## src/rtl/hazard_pkg.sv

```systemverilog
// Shared types and constants for the pipeline hazard/stall controller.
package hazard_pkg;

   typedef enum logic {
      RUN     = 1'b0,
      MC_BUSY = 1'b1
   } hz_state_t;

   localparam int REG_W_DEF = 5;
   localparam int MC_CNT_W  = 8;

endpackage

```

## src/rtl/mc_stall_counter.sv

```systemverilog
// Down-counter timing the front-end freeze of a multi-cycle EX op.
module mc_stall_counter
   import hazard_pkg::*;
(
   input  logic                clk,
   input  logic                reset,
   input  logic                load,
   input  logic [MC_CNT_W-1:0] load_val,
   input  logic                dec,
   output logic                zero
);

   logic [MC_CNT_W-1:0] cnt;

   always_ff @(posedge clk) begin
      if (reset)
         cnt <= '0;
      else if (load)
         cnt <= load_val;
      else if (dec && cnt != '0)
         cnt <= cnt - 1'b1;
   end

   assign zero = (cnt == '0);

endmodule

```

## src/rtl/pipeline_hazard_ctrl.sv

```systemverilog
// Load-use, branch-squash and multi-cycle EX stall control for the 5-stage pipeline.
// Define HAZ_PERF_CNT_EN to add the saturating stall_cycles counter output.
//
// state   | meaning
// RUN     | normal issue; resolves branch squash, MC entry and load-use bubbles
// MC_BUSY | front end frozen while a mult/div occupies EX; cnt==0 is the release cycle
module pipeline_hazard_ctrl
   import hazard_pkg::*;
#(
   parameter int MUL_LAT = 4,
   parameter int REG_W   = REG_W_DEF
)(
   input  logic             clk,
   input  logic             reset,
   input  logic [REG_W-1:0] id_rs,
   input  logic [REG_W-1:0] id_rt,
   input  logic             id_uses_rt,
   input  logic             ex_mem_read,
   input  logic [REG_W-1:0] ex_rt,
   input  logic             ex_multicycle,
   input  logic             ex_branch_taken,
   output logic             pc_write,
   output logic             if_id_write,
   output logic             id_ex_write,
   output logic             if_id_flush,
   output logic             id_ex_flush,
   output logic             busy
`ifdef HAZ_PERF_CNT_EN
   ,
   output logic [31:0]      stall_cycles
`endif
);

   localparam bit                MC_EN   = (MUL_LAT > 1);
   localparam logic [MC_CNT_W-1:0] MC_LOAD = MC_CNT_W'(MUL_LAT - 2);

   hz_state_t state, state_nxt;
   logic      load_use;
   logic      cnt_load;
   logic      cnt_dec;
   logic      cnt_zero;

   assign load_use = ex_mem_read && (ex_rt != '0) &&
                     ((ex_rt == id_rs) || (id_uses_rt && (ex_rt == id_rt)));

   mc_stall_counter u_cnt (
      .clk      (clk),
      .reset    (reset),
      .load     (cnt_load),
      .load_val (MC_LOAD),
      .dec      (cnt_dec),
      .zero     (cnt_zero)
   );

   always_ff @(posedge clk) begin
      if (reset)
         state <= RUN;
      else
         state <= state_nxt;
   end

   always_comb begin
      state_nxt   = state;
      pc_write    = 1'b1;
      if_id_write = 1'b1;
      id_ex_write = 1'b1;
      if_id_flush = 1'b0;
      id_ex_flush = 1'b0;
      busy        = 1'b0;
      cnt_load    = 1'b0;
      cnt_dec     = 1'b0;
      if (reset) begin
         pc_write    = 1'b0;
         if_id_write = 1'b0;
         id_ex_write = 1'b0;
         if_id_flush = 1'b1;
         id_ex_flush = 1'b1;
         state_nxt   = RUN;
      end else begin
         case (state)
            RUN: begin
               if (ex_branch_taken) begin
                  if_id_flush = 1'b1;
                  id_ex_flush = 1'b1;
               end else if (ex_multicycle && MC_EN) begin
                  pc_write    = 1'b0;
                  if_id_write = 1'b0;
                  id_ex_write = 1'b0;
                  busy        = 1'b1;
                  cnt_load    = 1'b1;
                  state_nxt   = MC_BUSY;
               end else if (load_use) begin
                  pc_write    = 1'b0;
                  if_id_write = 1'b0;
                  id_ex_flush = 1'b1;
               end
            end
            MC_BUSY: begin
               busy = 1'b1;
               if (!cnt_zero) begin
                  pc_write    = 1'b0;
                  if_id_write = 1'b0;
                  id_ex_write = 1'b0;
                  cnt_dec     = 1'b1;
               end else begin
                  // Release: the held op must not re-enter, so only branch/load-use apply.
                  state_nxt = RUN;
                  if (ex_branch_taken) begin
                     if_id_flush = 1'b1;
                     id_ex_flush = 1'b1;
                  end else if (load_use) begin
                     pc_write    = 1'b0;
                     if_id_write = 1'b0;
                     id_ex_flush = 1'b1;
                  end
               end
            end
            default: state_nxt = RUN;
         endcase
      end
   end

`ifdef HAZ_PERF_CNT_EN
   always_ff @(posedge clk) begin
      if (reset)
         stall_cycles <= '0;
      else if (!pc_write && stall_cycles != 32'hFFFF_FFFF)
         stall_cycles <= stall_cycles + 32'd1;
   end
`endif

endmodule
```

## config.mk

```make
export PLATFORM = sky130hd
export DESIGN_NAME = pipeline_hazard_ctrl
export DESIGN_NICKNAME = d
export VERILOG_FILES = /design/src/rtl/hazard_pkg.sv /design/src/rtl/mc_stall_counter.sv /design/src/rtl/pipeline_hazard_ctrl.sv
export SDC_FILE = /design/constraint.sdc
export NUM_CORES = 1
export LEC_CHECK = 0
export CAP_MARGIN = 30
export CORE_MARGIN = 5
export CORE_UTILIZATION = 44
export CTS_CLUSTER_SIZE = 28
export DETAILED_ROUTE_END_ITERATION = 8
export PLACE_DENSITY = 0.82
export SLEW_MARGIN = 20
export SYNTH_ARGS = -nofsm -noshare
export SYNTH_HDL_FRONTEND = slang
export SYNTH_SLANG_ARGS = --single-unit
```

## constraint.sdc

```tcl
create_clock -name clk -period 4.3 [get_ports clk]
set_input_delay 1.29 -clock clk [delete_from_list [all_inputs] [get_ports clk]]
set_output_delay 1.29 -clock clk [all_outputs]
set_load 0.005 [all_outputs]
```

==> key figures, run 1 <==
Clocking
  • CTS tree: done
  • CTS sink cnt: 9
  • Worst-Skew Late Latency: 0.26 ns
  • TritonCTS buffer count: 3
  • Root Driver: clkbuf_4
  • CTS Buffer Depth: 2
  • CTS H-tree depth: 1
  • Clk slew on worst S/H paths: 0.06 ns

Hold path
  • Hold Crit Class: flop to flop

Synthesis
  • EDFF count, synth: 0
  • Largest family of logic cells by synthesized area: simple AND/OR/NAND/NOR gates
  • Yosys warns: 0
  • Syn Area/Cell: between 8 and 9 um2
  • XOR/XNOR Fraction of Synth Area: between 15 and 20%
  • Synth Area in Adders: under 10%
  • Synth top area share: 27.7%
  • Ys flop type: dfxtp_1
  • Async SR Flop Fraction: 0%
  • Seq/Total Area, Yosys: 27.7%
  • Unique masters post-synth: 36
  • Area leader, netlist: dfxtp_1
  • Post-Syn Nets: roughly 100
  • Mapped cell area: between 600 and 700 um2
  • Number of synthesized register bits: 9
  • Compound-cell area share of the yosys netlist: a little under a fifth
  • Synth Area in Simple Gates: 26.2%
  • Synth area leaders: dfxtp_1, xor2_1, xnor2_1, nor2_1, ha_1
  • Cells after Synth: 75
  • Post-synthesis mux area share: 1.54%

Global routing
  • Via count of the first global-routing pass: between 700 and 800
  • GRT Resource Usage Total: between 15 and 20%
  • Largest net degree at the start of global routing: 7
  • Initial antenna violation count: 0
  • Grt ovf: 0
  • First-pass GRT wire length: between 3000 and 4000 um

Route
  • TritonRoute pass-1 iters: 4
  • Via count: about 700
  • Routed wire per std cell: 14.4 um
  • DRT antenna net count: 0
  • Residual DRC count: 0
  • Total wire length: roughly 1800 um
  • DRT iter0 DRCs: 8
  • Post-DR vias/cell: 5.57

Power
  • Leak: 0.000390 uW
  • Maximum VDD drop: 223 uV
  • P per Cell Area: between 200 and 300 nW/um2

Timing
  • Max-slew violation count: 0
  • RSZ-0062 raised after global routing: no
  • Fmax: 240 MHz
  • Worst slew pin tran: between 0.4 and 0.5 ns
  • Final setup viols: 0
  • Slew headroom: 71.2%
  • Clock skew after layout: about 0.0024 ns
  • Final Hold Fails: 0
  • Worst-case hold slack: between 0.5 and 0.6 ns
  • Setup TNS: 0 ns
  • Tcrit/Tclk final: 97.1%
  • Tmin final: about 4.2 ns

Final layout
  • Share of layout cells above drive strength 1: between 10% and 20%
  • Fin util: around 73%
  • Nets: approximately 130
  • Area Growth Syn to Fin: 51.9%
  • Diodes inserted: 0

Setup path
  • Slowest stage cell on the critical path: clkdlybuf4s50_1
  • Worst Path Required: 3.01 ns
  • Worst setup EP type: output pin
  • CP Cell Sequence: clkdlybuf4s50_1, xor2_1, nor4_1, a32oi_1, o31a_1, dlygate4sd2_1
  • Critical path data arrival time: 2.88 ns
  • Worst setup SP type: primary input
  • Critical path fanouts, max: 2
  • Max stage delay on crit path: 0.41 ns
  • Critical path class: primary input to output pin

Floorplanning
  • Die ar.: roughly 2300 um2
  • Die H: 48.5 um
  • Initial Utilization: 48.2%
  • Row cnt: 13
  • I/O pin cnt: 27
  • Core box area: 1350 um2
  • Die Wd: 48.5 um

Placement
  • PortBufs: 26
  • Detailed Place HPWL: 1520 um
  • RD Place Congestion: 0.774

Status
  • Outcome: finished clean

Flow run
  • Max Cap Viol: 0
[power breakdown]
group | internal, uW | switching (uW)
logic | 62.9 | 51.2
registers | 91.3 | 8.55
clock network | 35.8 | 30.6
total | 190 | 90.4
[cell usage in the layout, fill, tap and decap left out, types with 2 or more instances in the layout]
master,synthesis,layout
clkdlybuf4s50_1,0,20
xor2_1,9,9
dfxtp_1,9,9
nor2_1,8,8
buf_4,1,7
inv_1,6,6
dlygate4sd2_1,0,5
xnor2_1,4,4
clkbuf_4,0,3
o31ai_1,2,2
nor3b_1,2,2
or2_2,2,2
or3_1,2,2
o21ai_0,3,2
a21oi_1,2,2
ha_1,2,2
[synth_stat cells, drive strengths merged, types with 2 or more instances]
master	number
inv	6
or4	2
nor2	8
or2	2
nor3b	2
o21ai	3
or3	2
ha	2
o31ai	2
nor4	3
a21oi	2
dfxtp	9
xor2	9
xnor2	4
[sequential cells by signal, indices dropped and copies added, names as in the netlist]
signal,cells
state,1
u_cnt.cnt,8
[cells by family (layout without fill, tap and decap cells)]
group	count (synthesis)	in the layout
buffers and inverters	7	42
adder cells (fa/ha/maj)	2	2
flip-flops	9	9
AND/OR/NAND/NOR	26	26
XOR/XNOR	13	13
AO/OA/AOI/OAI	17	17
multiplexers	1	1
[final cells by class]
| cell class | instances | area [um2] |
|---|---|---|
| flip-flops and latches | 9 | 180 |
| multi-input cells | 59 | 444 |
| well taps | 15 | 18.8 |
| clock buffers | 4 | 26.3 |
| inverters | 6 | 22.5 |
| fillers | 114 | 362 |
| repair buffers | 32 | 297 |
[timing repair]
| action | CTS | global route |
|---|---|---|
| buffers inserted | 1 | 0 |
| hold buffers | 0 | 0 |
| resized for setup | 9 | 0 |
| setup endpoints to repair | 3 | 0 |
[critical path: cells and delay by family]
family                    cells  cell delay (ns)
xor gates and xnor gates      1             0.15
buffers and inverters         2             0.68
and+or+nand+nor               1             0.27
AOI/OAI and AO/OA             2             0.50
[through the flow]
| step | power [uW] | std cells | cell area (um2) | setup slack (ns) |
|---|---|---|---|---|
| floorplan | 166 | 75 | 651 | 0.737 |
| global placement | 212 | 120 | 960 | -0.146 |
| detailed placement | 216 | 120 | 960 | -0.199 |
| CTS | 283 | 125 | 988 | 0.107 |
| global route | 305 | 125 | 988 | 0.00502 |
| finish | 281 | 125 | 988 | 0.125 |
[per-layer routing]
metal  track usage (%)  wire, um  up-vias
met5                 0         0        -
met4              8.07        31        0
met3              2.75        70        5
met2              32.4      1020       20
met1              16.7       676      326
li1                  -         -      345
[worst paths after layout]
kind	from	to	slack, ns	depth (start not counted)
worst max-delay path	id_rt[2]	if_id_write	0.13	6
worst max register to register	u_cnt.cnt[0]	u_cnt.cnt[3]	2.66	6
worst min-delay path	u_cnt.cnt[1]	u_cnt.cnt[1]	0.53	1
worst min register to register	u_cnt.cnt[1]	u_cnt.cnt[1]	0.53	1
Note: power is estimated with default switching activity, not from simulation.
==> run 2, diff against run 1 <==
CORE_UTILIZATION = 45   (was 44)
PLACE_DENSITY = 0.8   (was 0.82)
SYNTH_HIERARCHICAL = 1   (was unset)
==> key figures, run 2 <==
Floorplanning
  • Initial Utilization: 48.9% (+0.67 points)
  • Die ar.: 2590 um2 (+10%)
  • Die Wd: 50.9 um (+5.1%)
  • Row cnt: 14 (+1)
  • Core box area: 1540 um2 (+14%)
  • Die H: 50.9 um (+5.1%)
  • I/O pin cnt: 27 (unchanged)

Timing
  • Clock skew after layout: 0.00383 ns (+0.00142 ns)
  • Worst slew pin tran: 0.613 ns (+0.185 ns)
  • RSZ-0062 raised after global routing: no
  • Max-slew violation count: 0 (unchanged)
  • Tmin final: 4.13 ns (-0.0419 ns)
  • Tcrit/Tclk final: 96.1% (-0.97 points)
  • Final setup viols: 0 (unchanged)
  • Final Hold Fails: 0 (unchanged)
  • Final worst setup slack: 0.167 ns (+0.0419 ns)
  • Slew headroom: 59.0% (-12 points)
  • Fmax: 242 MHz (+1.0%)

Setup path
  • Worst setup EP type: output pin
  • Critical path data arrival time: 2.84 ns (-0.04 ns)
  • Critical path fanouts, max: 2 (unchanged)
  • Worst setup SP type: primary input
  • Worst Path Required: 3.01 ns (about the same)
  • Critical path class: primary input to output pin

Hold path
  • Hold Crit Class: flop to flop

Placement
  • Placed Area: 1070 um2 (+12%)
  • Detailed Place HPWL: 1580 um (+4.3%)
  • PortBufs: 26 (unchanged)
  • Pre-CTS setup slack: -0.179 ns (+0.0199 ns)
  • RD Place Congestion: 0.824 (+6.5%)

Route
  • Routed wire per std cell: 12.9 um (-10%)
  • Residual DRC count: 0 (unchanged)
  • Post-DR vias/cell: 5.37 (-3.6%)
  • DRT antenna net count: 0 (unchanged)
  • Total wire length: 1890 um (+4.7%)
  • TritonRoute pass-1 iters: 4 (unchanged)
  • Via count: 784 (+13%)
  • DRT iter0 DRCs: 9 (+1)

Clocking
  • Root Driver: clkbuf_4
  • Clk slew on worst S/H paths: 0.06 ns (about the same)
  • CTS Buffer Depth: 2 (unchanged)
  • Worst-Skew Late Latency: 0.27 ns (about the same)
  • CTS sink cnt: 9 (unchanged)
  • CTS tree: done
  • CTS H-tree depth: 1 (unchanged)
  • Hold_buf cts: 0 (unchanged)
  • TritonCTS buffer count: 3 (unchanged)

Final layout
  • Share of layout cells above drive strength 1: 15.4% (-0.070 points)
  • Area Growth Syn to Fin: 46.0%
  • Biggest register: u_cnt/cnt
  • Most frequent cells in the layout: clkdlybuf4s50_1, nor2_1, xor2_1, dfxtp_1
  • Nets: 154 (+15%)
  • Post-route cell area: 1100 um2 (+11%)
  • Fin util: 71.3% (-1.9 points)
  • Most common library cell in the layout ignoring fill and taps: clkdlybuf4s50_1
  • Biggest regs: u_cnt/cnt: 8 flops, state: 1 flops
  • Fillers: 133 (+17%)
  • Diodes inserted: 0 (unchanged)
  • Largest register FFs: 8 (unchanged)

Global routing
  • Initial antenna violation count: 0 (unchanged)
  • First-pass GRT wire length: 3130 um (-0.89%)
  • Largest net degree at the start of global routing: 12 (+5)
  • GRT Resource Usage Total: 15.8% (-0.93 points)
  • Grt ovf: 0 (unchanged)
  • Via count of the first global-routing pass: 782 (+6.5%)

Power
  • Design Power: 250 uW (-11%)
  • Leak: 0.000433 uW (+11%)
  • P per Cell Area: 227 nW/um2 (-20%)
  • Maximum VDD drop: 126 uV (-44%)

Synthesis
  • Count leader, synth: nor2_1
  • Yosys warns: 6 (+6)
  • Synth area leaders: dfxtp_1, xor2_1, a21oi_1, nor2_1, xnor2_1
  • EDFF count, synth: 0 (unchanged)
  • Mapped cell area: 753 um2 (+16%)
  • Synth top area share: 23.9% (-3.8 points)
  • Async SR Flop Fraction: 0% (unchanged)
  • Syn Area/Cell: 8.19 um2 (-5.6%)
  • Seq/Total Area, Yosys: 23.9% (-3.8 points)
  • Unique masters post-synth: 38 (+5.6%)
  • Ys flop type: dfxtp_1
  • Number of synthesized register bits: 9 (unchanged)
  • Cells after Synth: 92 (+23%)
  • Synth cell count leaders: nor2_1, dfxtp_1, xor2_1
  • Area leader, netlist: dfxtp_1

Status
  • Outcome: finished clean

Flow run
  • Max Cap Viol: 0 (unchanged)
-- run 2: cell count changes after synthesis, sizes merged, moves of 2 or more --
cell    change
a21oi       +6
nor2        +2
a311oi      +2
or2         -2
conb        +2
or4         +4
-- run 2: worst max-delay path, stage by stage --
cell,delay [ns]
clkdlybuf4s50_1,0.42
xor2_1,0.16
nor4_2,0.25
a32oi_1,0.15
o31a_1,0.30
dlygate4sd2_1,0.27
-- run 2: layout make-up --
cell class	instances	area, um2	area share (%)
Multi-Input combinational cell	79	562	51.1
Sequential cell	9	180	16.4
Inverter	7	26.3	2.39
Timing Repair Buffer	31	285	25.9
Tap cell	16	20.0	1.82
Clock buffer	4	26.3	2.39
-- run 2: through the flow --
stage	TNS, ns	hold slack [ns]	cells
after CTS	0	0.514	146
after global placement	-0.324	0.497	141
after detailed placement	-0.447	0.501	141
after floorplan	0	0.480	98
final	0	0.513	146
after global routing	0	0.548	146
-- run 2: cells by family after synthesis --
kind of cell,Yosys count,synth area share [%]
AO/OA/AOI/OAI,23,22.9
XOR/XNOR,13,15.1
adder cells (fa/ha/maj),2,3.32
buffers and inverters,10,5.48
flip-flops,9,23.9
multiplexers,1,1.33
other,2,0.997
AND/OR/NAND/NOR,32,26.9
-- run 2: per-layer routing --
| layer | vias up | share of wire [%] | GRT usage [%] |
|---|---|---|---|
| met5 | - | 0 | 0 |
| met4 | 0 | 2.4 | 11.1 |
| met3 | 5 | 6.3 | 4.65 |
| met2 | 25 | 51 | 27.3 |
| met1 | 356 | 40 | 16.0 |
| li1 | 398 | - | - |
-- run 2: what timing repair did --
item                                    in CTS  in global routing
pin swaps                                    1                  1
resized for setup                            9                  2
endpoints found under the setup margin       3                  1
buffers inserted                             1                  0
-- run 2: power breakdown --
group / leakage, uW / switching, uW / total (uW) / internal, uW
combinational: 0.000344 / 38.9 / 87.8 / 48.9
sequential: 0.0000735 / 5.87 / 94.6 / 88.7
clock: 0.0000150 / 31.5 / 67.4 / 35.9
total: 0.000433 / 76.3 / 250 / 174
-- run 2: path summary, 6_finish.rpt --
path / from / to / slack (ns) / depth (start not counted)
worst max-delay path: id_rt[1] / if_id_write / 0.17 / 6
worst min-delay path: u_cnt/cnt[5] / u_cnt/cnt[5] / 0.51 / 2
worst min register to register: u_cnt/cnt[5] / u_cnt/cnt[5] / 0.51 / 2
worst max register to register: u_cnt/cnt[0] / u_cnt/cnt[7] / 1.78 / 10
==> run 3, diff against run 2 <==
--- a/constraint.sdc
+++ b/constraint.sdc
@@ -3,2 +3,2 @@
 set_output_delay 1.29 -clock clk [all_outputs]
-set_load 0.005 [all_outputs]
+set_load 0.1 [all_outputs]
==> key figures, run 3 (synthesis gave the netlist of run 2 again) <==
Timing
  • Final setup viols: 0 (unchanged)
  • Final worst setup slack: 0.0599 ns (-0.107 ns)
  • Worst slew pin tran: 0.602 ns (-0.0117 ns)
  • RSZ-0062 raised after global routing: no
  • Clock skew after layout: 0.00545 ns (+0.00162 ns)
  • Fmax: 236 MHz (-2.5%)
  • Final Hold Fails: 0 (unchanged)
  • Max-slew violation count: 0 (unchanged)
  • Setup TNS: 0 ns (unchanged)
  • Tmin final: 4.24 ns (+0.107 ns)
  • Tcrit/Tclk final: 98.6% (+2.5 points)
  • Slew headroom: 59.7% (+0.78 points)

Clocking
  • Clk slew on worst S/H paths: 0.06 ns (about the same)
  • Post-CTS Setup Bufs: 0 (-1)
  • Post_cts resized: 0 (-9)
  • CTS tree: done
  • Root Driver: clkbuf_4
  • TritonCTS buffer count: 3 (unchanged)
  • CTS Buffer Depth: 2 (unchanged)
  • Hold_buf cts: 0 (unchanged)
  • CTS H-tree depth: 1 (unchanged)
  • Worst-Skew Late Latency: 0.26 ns (about the same)
  • CTS sink cnt: 9 (unchanged)

Floorplanning
  • Die Wd: 50.9 um (unchanged)
  • Die ar.: 2590 um2 (unchanged)
  • I/O pin cnt: 27 (unchanged)
  • Core box area: 1540 um2 (unchanged)
  • Row cnt: 14 (unchanged)
  • Die H: 50.9 um (unchanged)
  • Initial Utilization: 48.9% (unchanged)

Setup path
  • Critical path class: primary input to output pin
  • Critical path data arrival time: 2.95 ns (+0.11 ns)
  • Worst setup EP type: output pin
  • Worst Path Required: 3.01 ns (about the same)
  • Buf/Inv on CP: 2 (unchanged)
  • Max stage delay on crit path: 0.45 ns (+0.03 ns)
  • CP top delay family: buffers and inverters
  • Worst setup SP type: primary input
  • CP Cell Sequence: clkdlybuf4s50_1, xor2_1, nor4_2, a32oi_1, o31a_2, buf_12
  • Slowest stage cell on the critical path: clkdlybuf4s50_1
  • Critical path fanouts, max: 3 (+1)

Route
  • TritonRoute pass-1 iters: 4 (unchanged)
  • Residual DRC count: 0 (unchanged)
  • Total wire length: 1830 um (-3.0%)
  • DRT antenna net count: 0 (unchanged)
  • Routed wire per std cell: 12.9 um (-0.29%)
  • Via count: 752 (-4.1%)
  • Post-DR vias/cell: 5.30 (-1.4%)
  • DRT iter0 DRCs: 8 (-1)

Status
  • Outcome: finished clean

Global routing
  • Largest net degree at the start of global routing: 12 (unchanged)
  • First-pass GRT wire length: 3080 um (-1.5%)
  • Initial antenna violation count: 0 (unchanged)
  • GRT Resource Usage Total: 15.0% (-0.77 points)
  • Via count of the first global-routing pass: 777 (-0.64%)
  • Grt ovf: 0 (unchanged)

Placement
  • Pre-CTS setup slack: 0.0609 ns (+0.240 ns)
  • RD Place Congestion: 0.767 (-6.9%)
  • Detailed Place HPWL: 1550 um (-1.8%)
  • PortBufs: 26 (unchanged)
  • Dpl cells: 138 (-2.1%)

Final layout
  • Area Growth Syn to Fin: 51.7%
  • Share of layout cells above drive strength 1: 17.5% (+2.1 points)
  • Largest register FFs: 8 (unchanged)
  • Diodes inserted: 0 (unchanged)
  • Final Non-Filler Cells: 142 (-2.7%)
  • Biggest register: u_cnt/cnt
  • Nets: 150 (-2.6%)
  • Biggest regs: u_cnt/cnt: 8 flops, state: 1 flops
  • Fillers: 128 (-3.8%)
  • Most frequent cells in the layout: clkdlybuf4s50_1, nor2_1, xor2_1, dfxtp_1
  • Most common library cell in the layout ignoring fill and taps: clkdlybuf4s50_1

Power
  • P per Cell Area: 259 nW/um2 (+14%)
  • Leak: 0.000435 uW (+0.53%)
  • Maximum VDD drop: 165 uV (+32%)

Hold path
  • Hold Crit Class: flop to flop

Flow run
  • Max Cap Viol: 0 (unchanged)
[run 3: worst register-to-register path, stage by stage, from the launching register on]
cell and delay (ns):
dfxtp_1 0.34, inv_1 0.08, ha_1 0.21, inv_1 0.13, nor4_1 0.06, nand2b_1 0.19, nor2_1 0.36, or3b_2 0.51
nor3_1 0.23, mux2i_1 0.22, a211oi_1 0.08
[run 3: through the flow]
step / instance area (um2) / hold WS [ns] / total power [uW] / utilization [%]
floorplan: 783 / 0.480 / 180 / -
global placement: 1120 / 0.498 / 230 / 72.4
detailed placement: 1120 / 0.507 / 232 / 72.4
CTS: 1140 / 0.516 / 299 / 74.1
global route: 1140 / 0.571 / 317 / 74.1
finish: 1140 / 0.521 / 296 / 74.1
[run 3: worst paths after layout]
| path | start | endpoint | slack (ns) | depth (start not counted) |
|---|---|---|---|---|
| min | u_cnt/cnt[5] | u_cnt/cnt[5] | 0.52 | 2 |
| max | ex_rt[3] | if_id_write | 0.06 | 6 |
| min reg2reg | u_cnt/cnt[5] | u_cnt/cnt[5] | 0.52 | 2 |
| max reg2reg | u_cnt/cnt[0] | u_cnt/cnt[7] | 1.76 | 10 |
[run 3: cell type report]
cell class	count	area, um2	area share [%]
well taps	16	20.0	1.75
clock buffers	4	26.3	2.30
multi-input cells	79	562	49.2
flip-flops and latches	9	180	15.8
repair buffers	27	328	28.7
inverters	7	26.3	2.30
[run 3: where the power goes]
part | switching (uW) | internal, uW
clock network | 30.4 | 35.8
registers | 5.89 | 88.8
logic | 75.0 | 60.5
[run 3: routing by layer]
layer  part of all wire, %  wire [um]  vias up  global-route usage, %
met5                     0          0        -                      0
met4                  0.87         16        0                   4.68
met3                   7.7        140        3                   5.23
met2                    48        886       24                   25.6
met1                    43        785      332                   17.5
li1                      -          -      393                      -
